**config.mk**
```make
export PLATFORM = sky130hd
export DESIGN_NAME = gpio_pin_ctrl_flat
export DESIGN_NICKNAME = d
export VERILOG_FILES = /design/src/rtl/gpio_pin_ctrl_if.sv /design/src/rtl/gpio_pin_ctrl.sv /design/src/flat_wrapper.sv
export SDC_FILE = /design/constraint.sdc
export NUM_CORES = 1
export LEC_CHECK = 0
export CORE_MARGIN = 2
export CORE_UTILIZATION = 51
export DETAILED_ROUTE_END_ITERATION = 7
export GPL_ROUTABILITY_DRIVEN = 0
export PLACE_DENSITY_LB_ADDON = 0.1
export SETUP_SLACK_MARGIN = 0.2
export SLEW_MARGIN = 5
export SYNTH_ARGS = -nofsm -noshare
export SYNTH_HDL_FRONTEND = slang
export SYNTH_SLANG_ARGS = --single-unit
```
**constraint.sdc**
```tcl
create_clock -name CLK -period 1.3 [get_ports CLK]
set_input_delay 0.13 -clock CLK [delete_from_list [all_inputs] [get_ports CLK]]
set_output_delay 0.13 -clock CLK [all_outputs]
set_load 0.05 [all_outputs]
```
**src/rtl/gpio_pin_ctrl_if.sv**
```systemverilog
// Register bus between a host and gpio_pin_ctrl: write/read strobes, word address,
// write data, and the registered read data with its one-cycle valid pulse.
interface gpio_pin_ctrl_if;
    logic        wen;
    logic        ren;
    logic [2:0]  addr;
    logic [31:0] wdata;
    logic [31:0] rdata;
    logic        rvalid;

    modport master (
        output wen,
        output ren,
        output addr,
        output wdata,
        input  rdata,
        input  rvalid
    );

    modport slave (
        input  wen,
        input  ren,
        input  addr,
        input  wdata,
        output rdata,
        output rvalid
    );
endinterface

```
**src/rtl/gpio_pin_ctrl.sv**
```systemverilog
// GPIO pin controller: synchronised pad inputs, output/direction registers, and per-pin
// level/edge interrupt detection with W1C status and a registered interrupt line.
module gpio_pin_ctrl #(
    parameter int unsigned NUM_PINS    = 8,
    parameter int unsigned SYNC_STAGES = 2
) (
    input  logic                CLK,
    input  logic                RST,
    gpio_pin_ctrl_if.slave      bus,
    input  logic [NUM_PINS-1:0] gpio_in,
    output logic [NUM_PINS-1:0] gpio_out,
    output logic [NUM_PINS-1:0] gpio_oe,
    output logic                interrupt
);

    if (NUM_PINS < 1 || NUM_PINS > 32) begin : g_bad_pins
        $error("gpio_pin_ctrl: NUM_PINS must be 1..32");
    end
    if (SYNC_STAGES < 2 || SYNC_STAGES > 3) begin : g_bad_sync
        $error("gpio_pin_ctrl: SYNC_STAGES must be 2..3");
    end

    typedef enum logic [2:0] {
        AddrDataIn    = 3'd0,
        AddrDataOut   = 3'd1,
        AddrDir       = 3'd2,
        AddrIntEn     = 3'd3,
        AddrIntType   = 3'd4,
        AddrIntPol    = 3'd5,
        AddrIntStatus = 3'd6,
        AddrIntBoth   = 3'd7
    } reg_addr_e;

    reg_addr_e reg_addr;
    assign reg_addr = reg_addr_e'(bus.addr);

    logic [NUM_PINS-1:0] wdata_pins;
    assign wdata_pins = bus.wdata[NUM_PINS-1:0];

    // Upper write-data bits are intentionally ignored when NUM_PINS < 32.
    logic unused_wdata;
    assign unused_wdata = ^bus.wdata;

    // ------------------------------------------------------------------
    // Input synchroniser and previous-sample register
    // ------------------------------------------------------------------
    logic [SYNC_STAGES-1:0][NUM_PINS-1:0] sync_q;
    logic [NUM_PINS-1:0]                  prev_q;
    logic [NUM_PINS-1:0]                  data_in;

    assign data_in = sync_q[SYNC_STAGES-1];

    always_ff @(posedge CLK) begin
        if (RST) begin
            sync_q <= '0;
            prev_q <= '0;
        end else begin
            sync_q <= {sync_q[SYNC_STAGES-2:0], gpio_in};
            prev_q <= data_in;
        end
    end

    // ------------------------------------------------------------------
    // Configuration and status registers
    // ------------------------------------------------------------------
    logic [NUM_PINS-1:0] data_out_q, data_out_d;
    logic [NUM_PINS-1:0] dir_q,      dir_d;
    logic [NUM_PINS-1:0] int_en_q,   int_en_d;
    logic [NUM_PINS-1:0] int_type_q, int_type_d;
    logic [NUM_PINS-1:0] int_pol_q,  int_pol_d;
    logic [NUM_PINS-1:0] int_both_q, int_both_d;
    logic [NUM_PINS-1:0] status_q,   status_d;
    logic [NUM_PINS-1:0] status_clr;
    logic [NUM_PINS-1:0] pin_event;

    // Event detection always uses the registered mode bits, so a mode write takes
    // effect from the cycle after it lands and never touches pending status.
    logic [NUM_PINS-1:0] rising, falling, edge_event, level_event;

    always_comb begin
        rising      = data_in & ~prev_q;
        falling     = ~data_in & prev_q;
        edge_event  = (int_both_q & (data_in ^ prev_q)) |
                      (~int_both_q & ((int_pol_q & rising) | (~int_pol_q & falling)));
        level_event = ~(data_in ^ int_pol_q);
        pin_event   = (int_type_q & edge_event) | (~int_type_q & level_event);
    end

    always_comb begin
        data_out_d = data_out_q;
        dir_d      = dir_q;
        int_en_d   = int_en_q;
        int_type_d = int_type_q;
        int_pol_d  = int_pol_q;
        int_both_d = int_both_q;
        status_clr = '0;
        if (bus.wen) begin
            unique case (reg_addr)
                AddrDataIn:    ;
                AddrDataOut:   data_out_d = wdata_pins;
                AddrDir:       dir_d      = wdata_pins;
                AddrIntEn:     int_en_d   = wdata_pins;
                AddrIntType:   int_type_d = wdata_pins;
                AddrIntPol:    int_pol_d  = wdata_pins;
                AddrIntStatus: status_clr = wdata_pins;
                AddrIntBoth:   int_both_d = wdata_pins;
                default:       ;
            endcase
        end
        // Set is OR-ed after the clear so a fresh event beats a same-cycle W1C.
        status_d = (status_q & ~status_clr) | pin_event;
    end

    always_ff @(posedge CLK) begin
        if (RST) begin
            data_out_q <= '0;
            dir_q      <= '0;
            int_en_q   <= '0;
            int_type_q <= '0;
            int_pol_q  <= '0;
            int_both_q <= '0;
            status_q   <= '0;
        end else begin
            data_out_q <= data_out_d;
            dir_q      <= dir_d;
            int_en_q   <= int_en_d;
            int_type_q <= int_type_d;
            int_pol_q  <= int_pol_d;
            int_both_q <= int_both_d;
            status_q   <= status_d;
        end
    end

    // ------------------------------------------------------------------
    // Read path
    // ------------------------------------------------------------------
    logic [NUM_PINS-1:0] rd_sel;
    logic [31:0]         rd_word;
    logic [31:0]         rdata_q;
    logic                rvalid_q;

    always_comb begin
        rd_sel = '0;
        unique case (reg_addr)
            AddrDataIn:    rd_sel = data_in;
            AddrDataOut:   rd_sel = data_out_q;
            AddrDir:       rd_sel = dir_q;
            AddrIntEn:     rd_sel = int_en_q;
            AddrIntType:   rd_sel = int_type_q;
            AddrIntPol:    rd_sel = int_pol_q;
            AddrIntStatus: rd_sel = status_q;
            AddrIntBoth:   rd_sel = int_both_q;
            default:       rd_sel = '0;
        endcase
        rd_word                = '0;
        rd_word[NUM_PINS-1:0]  = rd_sel;
    end

    always_ff @(posedge CLK) begin
        if (RST) begin
            rdata_q  <= '0;
            rvalid_q <= 1'b0;
        end else begin
            rvalid_q <= bus.ren;
            if (bus.ren) begin
                rdata_q <= rd_word;
            end
        end
    end

    // ------------------------------------------------------------------
    // Interrupt and pad outputs
    // ------------------------------------------------------------------
    logic interrupt_q;

    always_ff @(posedge CLK) begin
        if (RST) begin
            interrupt_q <= 1'b0;
        end else begin
            interrupt_q <= |(status_q & int_en_q);
        end
    end

    assign bus.rdata  = rdata_q;
    assign bus.rvalid = rvalid_q;
    assign gpio_out   = data_out_q;
    assign gpio_oe    = dir_q;
    assign interrupt  = interrupt_q;

endmodule

```
**src/flat_wrapper.sv**
```systemverilog
// flat-port wrapper written by rule: the top's interface ports become plain ports
module gpio_pin_ctrl_flat 
#(
    parameter int unsigned NUM_PINS    = 8,
    parameter int unsigned SYNC_STAGES = 2
)
  (CLK, RST, gpio_in, gpio_out, gpio_oe, interrupt, bus_wen, bus_ren, bus_addr, bus_wdata, bus_rdata, bus_rvalid);
  gpio_pin_ctrl_if bus_i ();
  input  logic CLK;
  input  logic RST;
  input  logic [NUM_PINS-1:0] gpio_in;
  output logic [NUM_PINS-1:0] gpio_out;
  output logic [NUM_PINS-1:0] gpio_oe;
  output logic interrupt;
  input wire logic [$bits(bus_i.wen)-1:0] bus_wen;
  input wire logic [$bits(bus_i.ren)-1:0] bus_ren;
  input wire logic [$bits(bus_i.addr)-1:0] bus_addr;
  input wire logic [$bits(bus_i.wdata)-1:0] bus_wdata;
  output wire logic [$bits(bus_i.rdata)-1:0] bus_rdata;
  output wire logic [$bits(bus_i.rvalid)-1:0] bus_rvalid;
  assign bus_i.wen = bus_wen;
  assign bus_i.ren = bus_ren;
  assign bus_i.addr = bus_addr;
  assign bus_i.wdata = bus_wdata;
  assign bus_rdata = bus_i.rdata;
  assign bus_rvalid = bus_i.rvalid;
  gpio_pin_ctrl #(.NUM_PINS(NUM_PINS), .SYNC_STAGES(SYNC_STAGES)) u_core (.CLK(CLK), .RST(RST), .bus(bus_i), .gpio_in(gpio_in), .gpio_out(gpio_out), .gpio_oe(gpio_oe), .interrupt(interrupt));
endmodule
```
==> tab_implementation.tex <==
\begin{tabular}{lr}
\hline
Metric & Value \\
\hline
\multicolumn{2}{l}{\textbf{Power and ir drop}} \\
P per Cell Area & 968 nW/um\^{}2 \\
IR drop worst, VDD & 575 uV \\
Static Leakage & roughly 2.4 nW \\
\multicolumn{2}{l}{\textbf{GRT}} \\
GR Overflow Total & 0 \\
GRT Resource Usage Total & between 20\% and 30\% \\
Met1 routing resource usage after global routing & between 30\% and 40\% \\
Busiest layer in global routing & met2 \\
GR Util met2 & a little over two fifths \\
Number of global-route vias before repair & roughly 3800 \\
Met3 track demand over resource in global routing & around 4.8\% \\
First-pass GRT wire length & 19300 um \\
Number of antenna violations at the first check in global routing & 0 \\
Largest net degree at the start of global routing & 25 \\
\multicolumn{2}{l}{\textbf{Route}} \\
Vias after detailed routing & about 4100 \\
DRC violation total after the first TritonRoute iteration & about 290 \\
Vias per cell & around 5.5 \\
Post-detailed-route count of antenna-violating nets & 0 \\
DR WL/cell & $\sim$17 um \\
Total routed wirelength & between 10000 and 15000 um \\
Final routed DRC violation total & 0 \\
First-pass detailed-route iteration total & 6 \\
\multicolumn{2}{l}{\textbf{Worst setup path}} \\
Category of cells accounting for the largest share of critical-path delay & flip-flops \\
Data required time at the worst endpoint & approximately 1600 ps \\
Length in cells of the worst reg-to-reg path & 5 \\
Critical R2R Launch & u\_core.data\_in[3]\$\_SDFF\_PP0\_ \\
Crit Path Class & reg -> reg \\
Category of the worst setup path launch point & flip-flop \\
Largest stage delay, worst path & 380 ps \\
Maximum fanout encountered on the critical timing path & 3 \\
Number of buffer and inverter instances along the worst setup path & 1 \\
Critical path's slowest cell & dfxtp\_4 \\
Cell-by-cell listing of the critical path & inv\_4 > ha\_4 > mux2\_4 > o211ai\_1 > a21oi\_1 \\
Crit path capture type & flip-flop \\
Crit Reg-Reg Endpoint & u\_core.status\_q[3]\$\_SDFF\_PP0\_ \\
Worst setup slack for register-to-register paths & approximately 110 ps \\
CP Data Arrival Time & about 1400 ps \\
Cell count along the critical path & 5 \\
\multicolumn{2}{l}{\textbf{Logic synthesis}} \\
Most used DFF post-synth & dfxtp\_1 \\
Number of warnings reported in the yosys synthesis log & 0 \\
Post-synth EDFFs & 0 \\
Number of synthesized register bits & 90 \\
Number of instances in the synthesized netlist & 515 \\
Area share of the largest cell type after synthesis & 41.1\% \\
Distinct cells, synth & 55 \\
Post-synth top area cell & dfxtp\_1 \\
Share of synthesized registers carrying an async set or reset & 0\% \\
Top post-synthesis cells by area & dfxtp\_1 (41\%), nand2\_1 (8.6\%), a21oi\_1 (6.7\%) \\
Area of the mapped netlist & 4380 sq um \\
Average instance area after synthesis & 8.51 sq um \\
Sequential fraction of the synthesis area & between 40\% and 50\% \\
\multicolumn{2}{l}{\textbf{Place}} \\
Placed cell area & 5670 sq um \\
Cell count after placement & between 700 and 800 \\
Detailed-placement wirelength estimate & 8690 um \\
Buffers on Ports & between 40 and 50 \\
\multicolumn{2}{l}{\textbf{Timing}} \\
Final worst-path cycle share & between 90\% and 100\% \\
RSZ-0062 raised after global routing & yes \\
Endpoints failing setup & 0 \\
Summed negative setup slack over all endpoints & 0 ps \\
Hold\_ws & 194 ps \\
Max Freq & 842 MHz \\
Worst Clk Skew & around 12 ps \\
Slew Limit Fails & 0 \\
Final number of hold-violating endpoints & 0 \\
Clock period minus worst slack & 1190 ps \\
\multicolumn{2}{l}{\textbf{Layout}} \\
Final net count & between 600 and 700 \\
Finished layout cell area & 6190 sq um \\
Number of diodes & 0 \\
Total area of multi-input combinational cells & 2470 sq um \\
Post-synthesis to final-layout area growth & 41.3\% \\
Fillcell total & 600 \\
Final Non-Filler Cells & 733 \\
Post-Route Utilization & between 70\% and 80\% \\
Fraction of final layout cells with drive strength greater than 1 & a little under two fifths \\
Area taken by flip-flops and latches & approximately 1900 sq um \\
\multicolumn{2}{l}{\textbf{CTS}} \\
Hold buffers post-CTS & 0 \\
Clk sink count & 90 \\
CTS tree & built \\
CTS root buf & clkbuf\_8 \\
CTS HTree Levels & 3 \\
Clock transition at the register clock pins on the worst setup and hold paths after CTS & $\sim$90 ps \\
Clock Latency Late Sink & $\sim$360 ps \\
TritonCTS Buffers & 9 \\
Maximum buffer depth of the clock tree & 2 \\
\multicolumn{2}{l}{\textbf{Flow run}} \\
Number of violations of the max-capacitance limit & 0 \\
\multicolumn{2}{l}{\textbf{Outcome}} \\
Status & finished clean \\
\multicolumn{2}{l}{\textbf{Die}} \\
Floorplan Core Area & between 8000 and 9000 sq um \\
Chip Width & a little under 100 um \\
Die Area & between 9000 and 10000 sq um \\
I/O pins & between 90 and 100 \\
Row count & 33 \\
Initial standard-cell utilization of the core & $\sim$53\% \\
Die Y-Extent & between 90 and 100 um \\
\multicolumn{2}{l}{\textbf{Min path}} \\
HP Class & in -> reg \\
Hold path start & RST \\
WHS Endpoint & u\_core.data\_in[4]\$\_SDFF\_PP0\_ \\
Hold Path Cell Cnt & 2 \\
\hline
\end{tabular}
[metrics by stage]
stage	total power, W	worst slack, ps
2_1_floorplan	0.00368	154
4_1_cts	0.00599	117
5_1_grt	0.00621	73.0
3_3_place_gp	0.00404	-493
3_5_place_dp	0.00406	-559
6_report	0.00600	113
[what timing repair did]
item,in CTS,in global routing
resized for setup,55,34
pin swaps,20,12
cloned,1,0
buffers inserted,11,4
setup endpoints to repair,64,26
[placed cells by master, fill, tap and decap left out, drive strengths merged, types with 4 or more instances in the layout]
cell             n
buf            106
nand2          102
dfxtp           90
a21oi           59
nor2            36
nor2b           25
conb            24
inv             24
mux2i           18
clkdlybuf4s50   16
ha              16
clkbuf          15
a22oi           13
o211ai           9
mux2             9
o21ai            9
a22o             5
xnor2            5
o22ai            5
a2111oi          4
nand2b           4
[worst max path at each step]
stage                                  from                                to  slack [ps]
4_1_cts        u_core.data_in[3]$_SDFF_PP0_     u_core.status_q[3]$_SDFF_PP0_         120
3_5_place_dp                    bus_addr[1]  u_core.bus.rdata[1]$_SDFFE_PP0P_        -560
2_1_floorplan  u_core.data_in[0]$_SDFF_PP0_     u_core.status_q[0]$_SDFF_PP0_         150
3_3_place_gp                    bus_addr[1]  u_core.bus.rdata[7]$_SDFFE_PP0P_        -490
6_report       u_core.data_in[3]$_SDFF_PP0_     u_core.status_q[3]$_SDFF_PP0_         110
5_1_grt         u_core.prev_q[0]$_SDFF_PP0_     u_core.status_q[0]$_SDFF_PP0_          70
[final cells by class]
cell class / instances / share of cell area, %
Clock buffer: 14 / 3.15
Timing Repair Buffer: 126 / 22.3
Multi-Input combinational cell: 373 / 39.9
Inverter: 24 / 1.70
Tap cell: 105 / 2.12
Sequential cell: 90 / 30.7
Clock inverter: 1 / 0.0808
[where the power goes]
group | switching [W] | internal (W) | leakage [nW]
Clock | 0.000955 | 0.000970 | 0.103
Combinational | 0.000641 | 0.000486 | 1.53
Sequential | 0.000105 | 0.00284 | 0.762
[cells in the mapped netlist, types with 3 or more instances]
master and number:
buf_2 7, nand2b_1 4, nand2_1 100, nor2b_1 24, o21ai_0 5, mux2_2 9, a22oi_1 13, buf_4 28
nor2_1 35, clkbuf_1 10, a2111oi_2 4, o22ai_1 5, xor2_1 3, a21oi_1 59, o21ai_1 4, dfxtp_1 90
xnor2_1 5, buf_6 3, mux2i_1 18, o211ai_1 9, inv_1 23, a22o_1 5, ha_1 16
[routing by layer]
| layer | wire length, um | up-vias |
|---|---|---|
| li1 | - | 1912 |
| met1 | 5200 | 1905 |
| met2 | 5900 | 221 |
| met3 | 972 | 18 |
| met4 | 195 | 0 |
| met5 | 0 | - |
[logic make-up (layout without fill, tap and decap cells)]
kind of cell,after synthesis,after routing,synth area share [%]
simple gates,185,185,20.1
xor+xnor,8,8,1.60
flops,90,90,41.1
mux,27,27,6.42
other cells,1,24,0.0856
fa+ha+maj,16,16,4.57
buf+inv,75,165,9.82
compound gates,113,113,16.3
[flip-flops by register name, indices dropped and copies added, names as in the netlist]
signal	count
u_core.gpio_oe	8
u_core.data_in	8
u_core.bus.rdata	8
u_core.int_pol_q	8
u_core.interrupt	1
u_core.status_q	8
u_core.gpio_out	8
u_core.int_en_q	8
u_core.prev_q	8
u_core.int_both_q	8
u_core.sync_q	8
u_core.int_type_q	8
u_core.bus.rvalid	1
Note: power is estimated with default switching activity, not from simulation.
